<file path="src/rtl/centroid_feeder_pkg.sv">
// Shared constants, point record and FSM encoding for the centroid feeder.
// The feeder streams a host-loaded point list into gravity_center and captures its result.
package centroid_feeder_pkg;

  localparam int PT_W    = 8;
  localparam int WT_W    = 4;
  localparam int DEPTH   = 5;
  localparam int CAP_LAT = 2;
  localparam int AW      = 3;
  localparam int CNT_W   = 4;

  typedef struct packed {
    logic [PT_W-1:0] x;
    logic [PT_W-1:0] y;
    logic [WT_W-1:0] w;
  } point_t;

  typedef enum logic [1:0] {
    IDLE,
    STREAM,
    WAIT,
    CAPTURE
  } state_t;

endpackage

</file>
<file path="src/rtl/centroid_feeder_buf.sv">
// DEPTH-entry point register file: one write port, one registered read port.
// All entries clear on reset so an unloaded slot streams as a zero-weight point.
module centroid_feeder_buf
  import centroid_feeder_pkg::*;
(
  input  logic          clk,
  input  logic          rst,
  input  logic          wr_en,
  input  logic [AW-1:0] wr_addr,
  input  point_t        wr_data,
  input  logic [AW-1:0] rd_addr,
  output point_t        rd_data
);

  point_t mem [DEPTH];
  point_t rd_data_reg;

  // Read and write share an edge; the read returns the pre-write contents.
  always_ff @(posedge clk) begin
    if (rst) begin
      for (int i = 0; i < DEPTH; i++) begin
        mem[i] <= '0;
      end
      rd_data_reg <= '0;
    end else begin
      if (wr_en) begin
        mem[wr_addr] <= wr_data;
      end
      rd_data_reg <= mem[rd_addr];
    end
  end

  assign rd_data = rd_data_reg;

endmodule

</file>
<file path="src/rtl/centroid_feeder.sv">
// Streams the point buffer into gravity_center on start, waits the result latency,
// then captures Xc/Yc with a one-cycle done pulse.
module centroid_feeder
  import centroid_feeder_pkg::*;
(
  input  logic            clk,
  input  logic            rst,
  input  logic            wr_en,
  input  logic [AW-1:0]   wr_addr,
  input  logic [PT_W-1:0] wr_x,
  input  logic [PT_W-1:0] wr_y,
  input  logic [WT_W-1:0] wr_w,
  input  logic            start,
  output logic            busy,
  output logic            done,
  output logic [PT_W-1:0] res_x,
  output logic [PT_W-1:0] res_y,
  output logic            res_err,
  output logic [PT_W-1:0] X,
  output logic [PT_W-1:0] Y,
  output logic [WT_W-1:0] W,
  input  logic            ready,
  input  logic [PT_W-1:0] Xc,
  input  logic [PT_W-1:0] Yc
);

  state_t           state_reg, state_next;
  logic [AW-1:0]    idx_reg, idx_next;
  logic [CNT_W-1:0] wait_reg, wait_next;
  logic             busy_reg, done_reg, res_err_reg;
  logic [PT_W-1:0]  res_x_reg, res_y_reg;
  point_t           sample_reg;
  point_t           rd_data;
  point_t           wr_data;
  logic             wr_ok;
  logic             last_idx;

  assign wr_ok    = wr_en && (state_reg == IDLE) && (wr_addr < AW'(DEPTH));
  assign wr_data  = '{x: wr_x, y: wr_y, w: wr_w};
  assign last_idx = (idx_reg == AW'(DEPTH - 1));

  // Read address runs one step ahead so buf[idx] is already registered when emitted.
  centroid_feeder_buf u_buf (
    .clk     (clk),
    .rst     (rst),
    .wr_en   (wr_ok),
    .wr_addr (wr_addr),
    .wr_data (wr_data),
    .rd_addr (idx_next),
    .rd_data (rd_data)
  );

  always_comb begin
    state_next = state_reg;
    idx_next   = idx_reg;
    wait_next  = wait_reg;
    case (state_reg)
      IDLE: begin
        idx_next = '0;
        if (start) begin
          state_next = STREAM;
        end
      end
      STREAM: begin
        if (last_idx) begin
          idx_next   = '0;
          wait_next  = '0;
          state_next = (CAP_LAT > 1) ? WAIT : CAPTURE;
        end else begin
          idx_next = idx_reg + AW'(1);
        end
      end
      WAIT: begin
        if (wait_reg == CNT_W'(CAP_LAT - 2)) begin
          state_next = CAPTURE;
        end else begin
          wait_next = wait_reg + CNT_W'(1);
        end
      end
      CAPTURE: begin
        state_next = IDLE;
      end
      default: begin
        state_next = IDLE;
      end
    endcase
  end

  always_ff @(posedge clk) begin
    if (rst) begin
      state_reg   <= IDLE;
      idx_reg     <= '0;
      wait_reg    <= '0;
      busy_reg    <= 1'b0;
      done_reg    <= 1'b0;
      res_x_reg   <= '0;
      res_y_reg   <= '0;
      res_err_reg <= 1'b0;
      sample_reg  <= '0;
    end else begin
      state_reg <= state_next;
      idx_reg   <= idx_next;
      wait_reg  <= wait_next;
      done_reg  <= 1'b0;
      // Outside STREAM gravity_center only ever sees zero-weight samples.
      sample_reg <= (state_reg == STREAM) ? rd_data : '0;
      if (state_reg == IDLE && start) begin
        busy_reg    <= 1'b1;
        res_err_reg <= 1'b0;
      end
      if (state_reg == CAPTURE) begin
        res_x_reg   <= Xc;
        res_y_reg   <= Yc;
        res_err_reg <= ~ready;
        done_reg    <= 1'b1;
        busy_reg    <= 1'b0;
      end
    end
  end

  assign busy    = busy_reg;
  assign done    = done_reg;
  assign res_x   = res_x_reg;
  assign res_y   = res_y_reg;
  assign res_err = res_err_reg;
  assign X       = sample_reg.x;
  assign Y       = sample_reg.y;
  assign W       = sample_reg.w;

endmodule
</file>
<file path="config.mk">
export PLATFORM = sky130hd
export DESIGN_NAME = centroid_feeder
export DESIGN_NICKNAME = d
export VERILOG_FILES = /design/src/rtl/centroid_feeder_pkg.sv /design/src/rtl/centroid_feeder_buf.sv /design/src/rtl/centroid_feeder.sv
export SDC_FILE = /design/constraint.sdc
export NUM_CORES = 1
export LEC_CHECK = 0
export ABC_CLOCK_PERIOD_IN_PS = 2000
export CAP_MARGIN = 20
export CORE_MARGIN = 1
export CORE_UTILIZATION = 35
export DETAILED_ROUTE_END_ITERATION = 8
export GPL_TIMING_DRIVEN = 0
export SETUP_SLACK_MARGIN = 0.4
export SLEW_MARGIN = 20
export SYNTH_ARGS = -nofsm -noshare
export SYNTH_HDL_FRONTEND = slang
export SYNTH_SLANG_ARGS = --single-unit
</file>
<file path="constraint.sdc">
create_clock -name clk -period 2 [get_ports clk]
set_input_delay 0.3 -clock clk [delete_from_list [all_inputs] [get_ports clk]]
set_output_delay 0.3 -clock clk [all_outputs]
set_load 0.02 [all_outputs]
</file>
After elaboration in Yosys (flattened, before gate mapping)
Memories as Yosys holds them, arrays and structs flattened. A register that Yosys moved wholly into a read port is not among the register bits.
Index checks and enable logic that the tools add are counted.
{ "totals": {"regBits": 48, "ramBits": 100, "inputBits": 44, "output_inout_bits": 39, "word_cells": 57, "n_memories": 1} }
{ "memory_table": {"columns": ["name", "words", "word_bits", "read_ports", "rd_clocked_by_memory_dff", "write_ports", "line", "rtl"], "rows": [
  ["u_buf.mem", 5, 20, 1, 1, 5, "centroid_feeder_buf.sv:15", "point_t mem [DEPTH];"]
]} }
{ "op_classes": {"add_sub_neg": 2, "n_lt_le_gt_ge": 1, "n_eq_ne": 8, "mux": 20, "bitwise": 2, "reduce_logical": 12} }
{ "op_table": {"columns": ["op", "n"], "rows": [
  ["$mux W20", 1],
  ["$reduce_or A20 Y1", 1],
  ["$mux W1", 9],
  ["$mux W4", 2],
  ["$ne A2 B2 Y1 const B", 4],
  ["$pmux W2 S4", 1],
  ["$pmux W4 S2", 1],
  ["$mux W2", 3],
  ["$mux W3", 2],
  ["$pmux W3 S2", 1],
  ["$reduce_and A3 Y1", 2],
  ["$add A4 B1 Y4 const B", 1],
  ["$eq A2 B2 Y1 const B", 2],
  ["$logic_not A4 Y1", 1],
  ["$reduce_bool A2 Y1", 2],
  ["$reduce_or A2 Y1", 2],
  ["$add A3 B1 Y3 const B", 1],
  ["$eq A3 B3 Y1 const B", 1],
  ["$logic_and A1 B1 Y1", 3],
  ["$lt A3 B3 Y1 const B", 1],
  ["$eq A2 B1 Y1 const B", 1],
  ["$logic_not A2 Y1", 1],
  ["$not A1 Y1", 2]
]} }

Logic depth before layout (Yosys ltp)
{ "depth": {"depth_word": 8, "mapped_depth": 10, "depth_no_buf": 7} }

Modules after synthesis
From an unflattened synthesis, not the netlist that was laid out.
{ "unflattened": {"cells_unflattened": 577, "area_unflattened_um2": 9078.7} }
{ "modules_own_cells": {"columns": ["module", "n_inst", "cells_each", "area_per_inst_um2", "seq_area_each_um2"], "rows": [
  ["centroid_feeder_buf", 1, 402, 7272.0, 5205.0],
  ["centroid_feeder", 1, 175, 1806.7, 960.9]
]} }

Least setup slack after synthesis
OpenSTA, ideal clock, no wires.
{ "synth_path": {"path_kind": "flip-flop to flip-flop", "startpoint": "reg state_reg[1]", "endpoint": "reg, netlist name u_buf.rd_data[0]", "setup_time_ps": 117, "arrival_time_ps": 1924, "required_ps": 1883, "setup_slack_ps": -40, "stages_incl_launch_ff": 11, "path_buffers": 3, "synth_period_minus_slack_ps": 2040, "cell_sequence": "dfxtp_1 > inv_1 > ha_1 > buf_6 > or3b_1 > and2_1 > buf_6 > buf_6 > a21oi_2 > a32oi_1 > a22o_1"} }
{ "synth_via": {"elab_chain_cells": 2, "word_cells_on_any_way": 3, "classes_between": "eq/ne (1); mux (1); reduce/logical (1)"} }
{ "synth_rtl": {"columns": ["element", "line", "rtl"], "rows": [
  ["from (decl)", "centroid_feeder.sv:27", "state_t state_reg, state_next;"],
  ["from (signal assigned)", "centroid_feeder.sv:101", "state_reg <= state_next;"],
  ["$eq A2 B1 Y1 / $logic_not A2 Y1 (equally long branches)", "centroid_feeder.sv:57", "case (state_reg)"],
  ["$pmux W3 S2 (*)", "centroid_feeder.sv:57", null]
]} }
Every way passes the cells marked *; elsewhere a longest branch is shown, timed or not.
A chain may end at the register's enable or synchronous reset.

Worst setup path after layout
{ "layout_path": {"startpoint": "reg state_reg[1]", "endpoint": "reg, netlist name u_buf.rd_data[2]"} }
{ "layout_via": {"elab_chain_cells": 2, "word_cells_on_any_way": 3, "classes_between": "eq/ne (1); mux (1); reduce/logical (1)"} }
{ "layout_rtl": {"columns": ["element", "line"], "rows": [
  ["$eq A2 B1 Y1 / $logic_not A2 Y1 (equally long branches)", "centroid_feeder.sv:57"],
  ["$pmux W3 S2 (*)", "centroid_feeder.sv:57"]
]} }
Marked as above.

==> results_dict.tcl <==
set metrics [dict create \
    synthMostInstantiatedCell "edfxtp_1" \
    portBuffers 81 \
    finalCriticalPeriod_ns 2.187 \
    synth_edf_count 160 \
    ant_nets 0 \
    violations "setup timing" \
    skew_ns 0.02039 \
    ys_seq_area_share_pct 67.43 \
    p_leak_uw 0.005093 \
    synth.distinct_cells 34 \
    nFillCells 2197 \
    vdd_ir_drop_max_mv 0.4949 \
    cts_buffers 25 \
    largest_reg_flops 160 \
    cp.required_ns 2.43 \
    antenna_found_initial 0 \
    maxSlewViolCount 0 \
    final.setup.worst_slack_ns -0.1867 \
    critPathMaxStageDelay_ns 0.39 \
    synthTopCellsByCount "edfxtp_1 (160), nand2_1 (131), and2_1 (122)" \
    vias_per_cell 5.044 \
    die_y_um 163.6 \
    grt_pass1_wl_um 36520 \
    power_uw 14780 \
    grt_pass1_vias 6082 \
    synth_ff_type "edfxtp_1" \
    place_congestion 0.7567 \
    crit_top_cell "buf_6" \
    clock-root-buffer "clkbuf_16" \
    h-tree-depth 1 \
    synth_area_leader_cell "edfxtp_1" \
    grt.overflow.total 0 \
    drv_cap 0 \
    finalSetupViolCount 65 \
    antenna_cells 0 \
    synth_top_cell_area_share_pct 52.55 \
    start_util_pct 36.00 \
    hold_path.class "input port to flip-flop" \
    p_clk_share_pct 29.8 \
    synth-seq-cells 228 \
    fin_cells 1316 \
    power_frac_comb_pct 31.4 \
    power_density_mw_per_mm2 1133 \
    power_switching_uw 4573 \
    avgSynthCellArea_sq_um 12.56 \
    routedWlPerCell_um 19.99 \
    dieArea_sq_mm 0.02677 \
    crit_path_top_delay_cell "or3b_4" \
    syn_inst 728 \
    clk_latency_ns 0.52 \
    ioPinCount 83 \
    hold_violations 0 \
    crit_type "flip-flop to flip-flop" \
    std_cell_rows 58 \
    end_kind "flip-flop" \
    layout-drive-gt1-share_pct 29.61 \
    cts_tree "built" \
    die_w_um 163.6 \
    yosys_warnings 0 \
    cts_buffer_depth 3 \
    drc 0 \
    switching_share_pct 30.94 \
    setup.worst_path.start_class "flip-flop" \
    grt.total_usage_pct 18.63 \
    fmax_mhz 457.3 \
    rsz0062_at_grt "yes" \
    area_growth_pct 42.68 \
    p_seq_share_pct 38.7 \
    dr.pass1.iters 5 \
    core_area_sq_mm 0.02540 \
    cts_sinks 228 \
    clkSlewWorstSetupHoldPaths_ns 0.06 \
    finalCritPeriodShare_pct 109.3 \
    ys_async_sr_fraction_pct 0 \
    yosys-top-cells-area "edfxtp_1 (53%), dfxtp_1 (15%), and2_1 (8.3%)" \
    grt_max_degree 23 \
    routed_wl_um 26310 \
    p_int_uw 10210 \
    cp.arrival_ns 2.62 \
    worstPathCellList "inv_4 -> ha_4 -> buf_6 -> or3b_4 -> nand2_2 -> buf_6 -> nand2_1 -> a32oi_2 -> a22o_1" \
    synth_area_sq_mm 0.009144 \
    hpwl_um 13400 \
    finalSetupTns_ns -4.084 \
    num_vias 6638 \
    max_slew_margin_pct 58.17 \
    finalNetCount 1020 \
    path_max_fanout 10 \
    place_inst 1198 \
    drt_iter0_drc 475 \
    tightestPinTransition_ns 0.6274 \
    status "finished with violations" \
]
what timing repair did:
| action | in CTS | in global routing |
|---|---|---|
| pin swaps | 21 | 18 |
| endpoints found under the setup margin | 296 | 247 |
| hold buffers | 0 | 0 |
| buffers inserted | 26 | 18 |
| gates cloned | 20 | 9 |
| gates resized for setup | 223 | 99 |
final cells by class:
cell class | count | area (sq um) | share of cell area, %
inverter | 10 | 42.54 | 0.3261
clock buffer | 34 | 699.4 | 5.361
clock inverter | 11 | 83.83 | 0.6426
sequential | 228 | 6175 | 47.33
multi-input combinational | 517 | 3562 | 27.30
tap | 330 | 412.9 | 3.165
buffer | 48 | 605.6 | 4.642
timing repair buffer | 138 | 1465 | 11.23
power groups by stage:
| stage | sequential, uW | combinational, uW | clock, uW |
|---|---|---|---|
| detailed placement | 5800 | 3250 | 0 |
| global route | 5770 | 4890 | 4720 |
| finish | 5730 | 4640 | 4410 |
| global placement | 5790 | 3210 | 0 |
| floorplan | 5850 | 2010 | 0 |
| CTS | 5710 | 3960 | 4490 |
path summary, 6_finish.rpt:
| check | cells after the start | endpoint | slack (ns) | start |
|---|---|---|---|---|
| setup / recovery | 9 | u_buf.rd_data[2] | -0.19 | state_reg[1] |
| hold / removal | 3 | res_y[0] | 0.40 | Yc[0] |
| setup reg to reg | 9 | u_buf.rd_data[2] | -0.19 | state_reg[1] |
| hold reg to reg | 1 | Y[1] | 0.42 | u_buf.rd_data[5] |
layer usage:
layer	share of wire (%)	up-vias	global-route usage [%]	routed length, um
met2	46	323	29.60	12170
li1	-	3033	-	-
met5	0	-	0	0
met3	11	59	4.774	2765
met1	40	3223	24.23	10460
met4	3.5	0	7.323	913
cells in the final DEF, fill, tap and decap left out, types with 3 or more instances in the layout:
cell / n
edfxtp_1: 160
nand2_1: 126
dfxtp_1: 65
and2_4: 65
conb_1: 60
and2_1: 57
clkdlybuf4s50_1: 41
dlygate4sd2_1: 40
buf_6: 36
clkbuf_16: 35
a32oi_1: 35
buf_4: 22
or2_4: 20
nor2_1: 20
a22o_1: 20
a21oi_1: 19
a21oi_2: 18
mux2i_1: 18
buf_8: 13
clkbuf_1: 8
buf_12: 8
inv_1: 7
a21oi_4: 7
clkinv_2: 7
buf_2: 5
clkbuf_4: 5
a32oi_2: 5
nand2_2: 4
ha_1: 4
clkbuf_8: 4
ha_4: 3
metrics by stage:
stage / hold WS (ns) / worst slack (ns) / cell area [sq um] / utilization, %
after global placement: 0.4123 / -0.5238 / 10660 / 41.98
final: 0.3951 / -0.1867 / 13050 / 51.36
after floorplan: 0.3989 / 0.1021 / 9439 / -
after detailed placement: 0.4115 / -0.5186 / 10660 / 41.98
after CTS: 0.3856 / -0.1073 / 12450 / 49.03
after global routing: 0.4076 / -0.2297 / 13050 / 51.36
worst max-delay path: cells and delay by family (launching register included):
kind | cells | cell delay [ns]
and+or+nand+nor | 3 | 0.70
AOI/OAI and AO/OA | 2 | 0.50
buffers and inverters | 3 | 0.39
DFF | 1 | 0.35
adders and majority gates | 1 | 0.15
cell families (layout without fill, tap and decap cells):
kind of cell	Yosys count	in the layout	share of synthesized area (%)
compound gates	110	110	9.387
fa+ha+maj	8	8	1.095
buf+inv	58	241	3.175
flops	228	228	67.43
mux	21	22	2.367
other cells	1	60	0.04101
simple gates	302	317	16.50
Power figures use the tool's default switching activity.
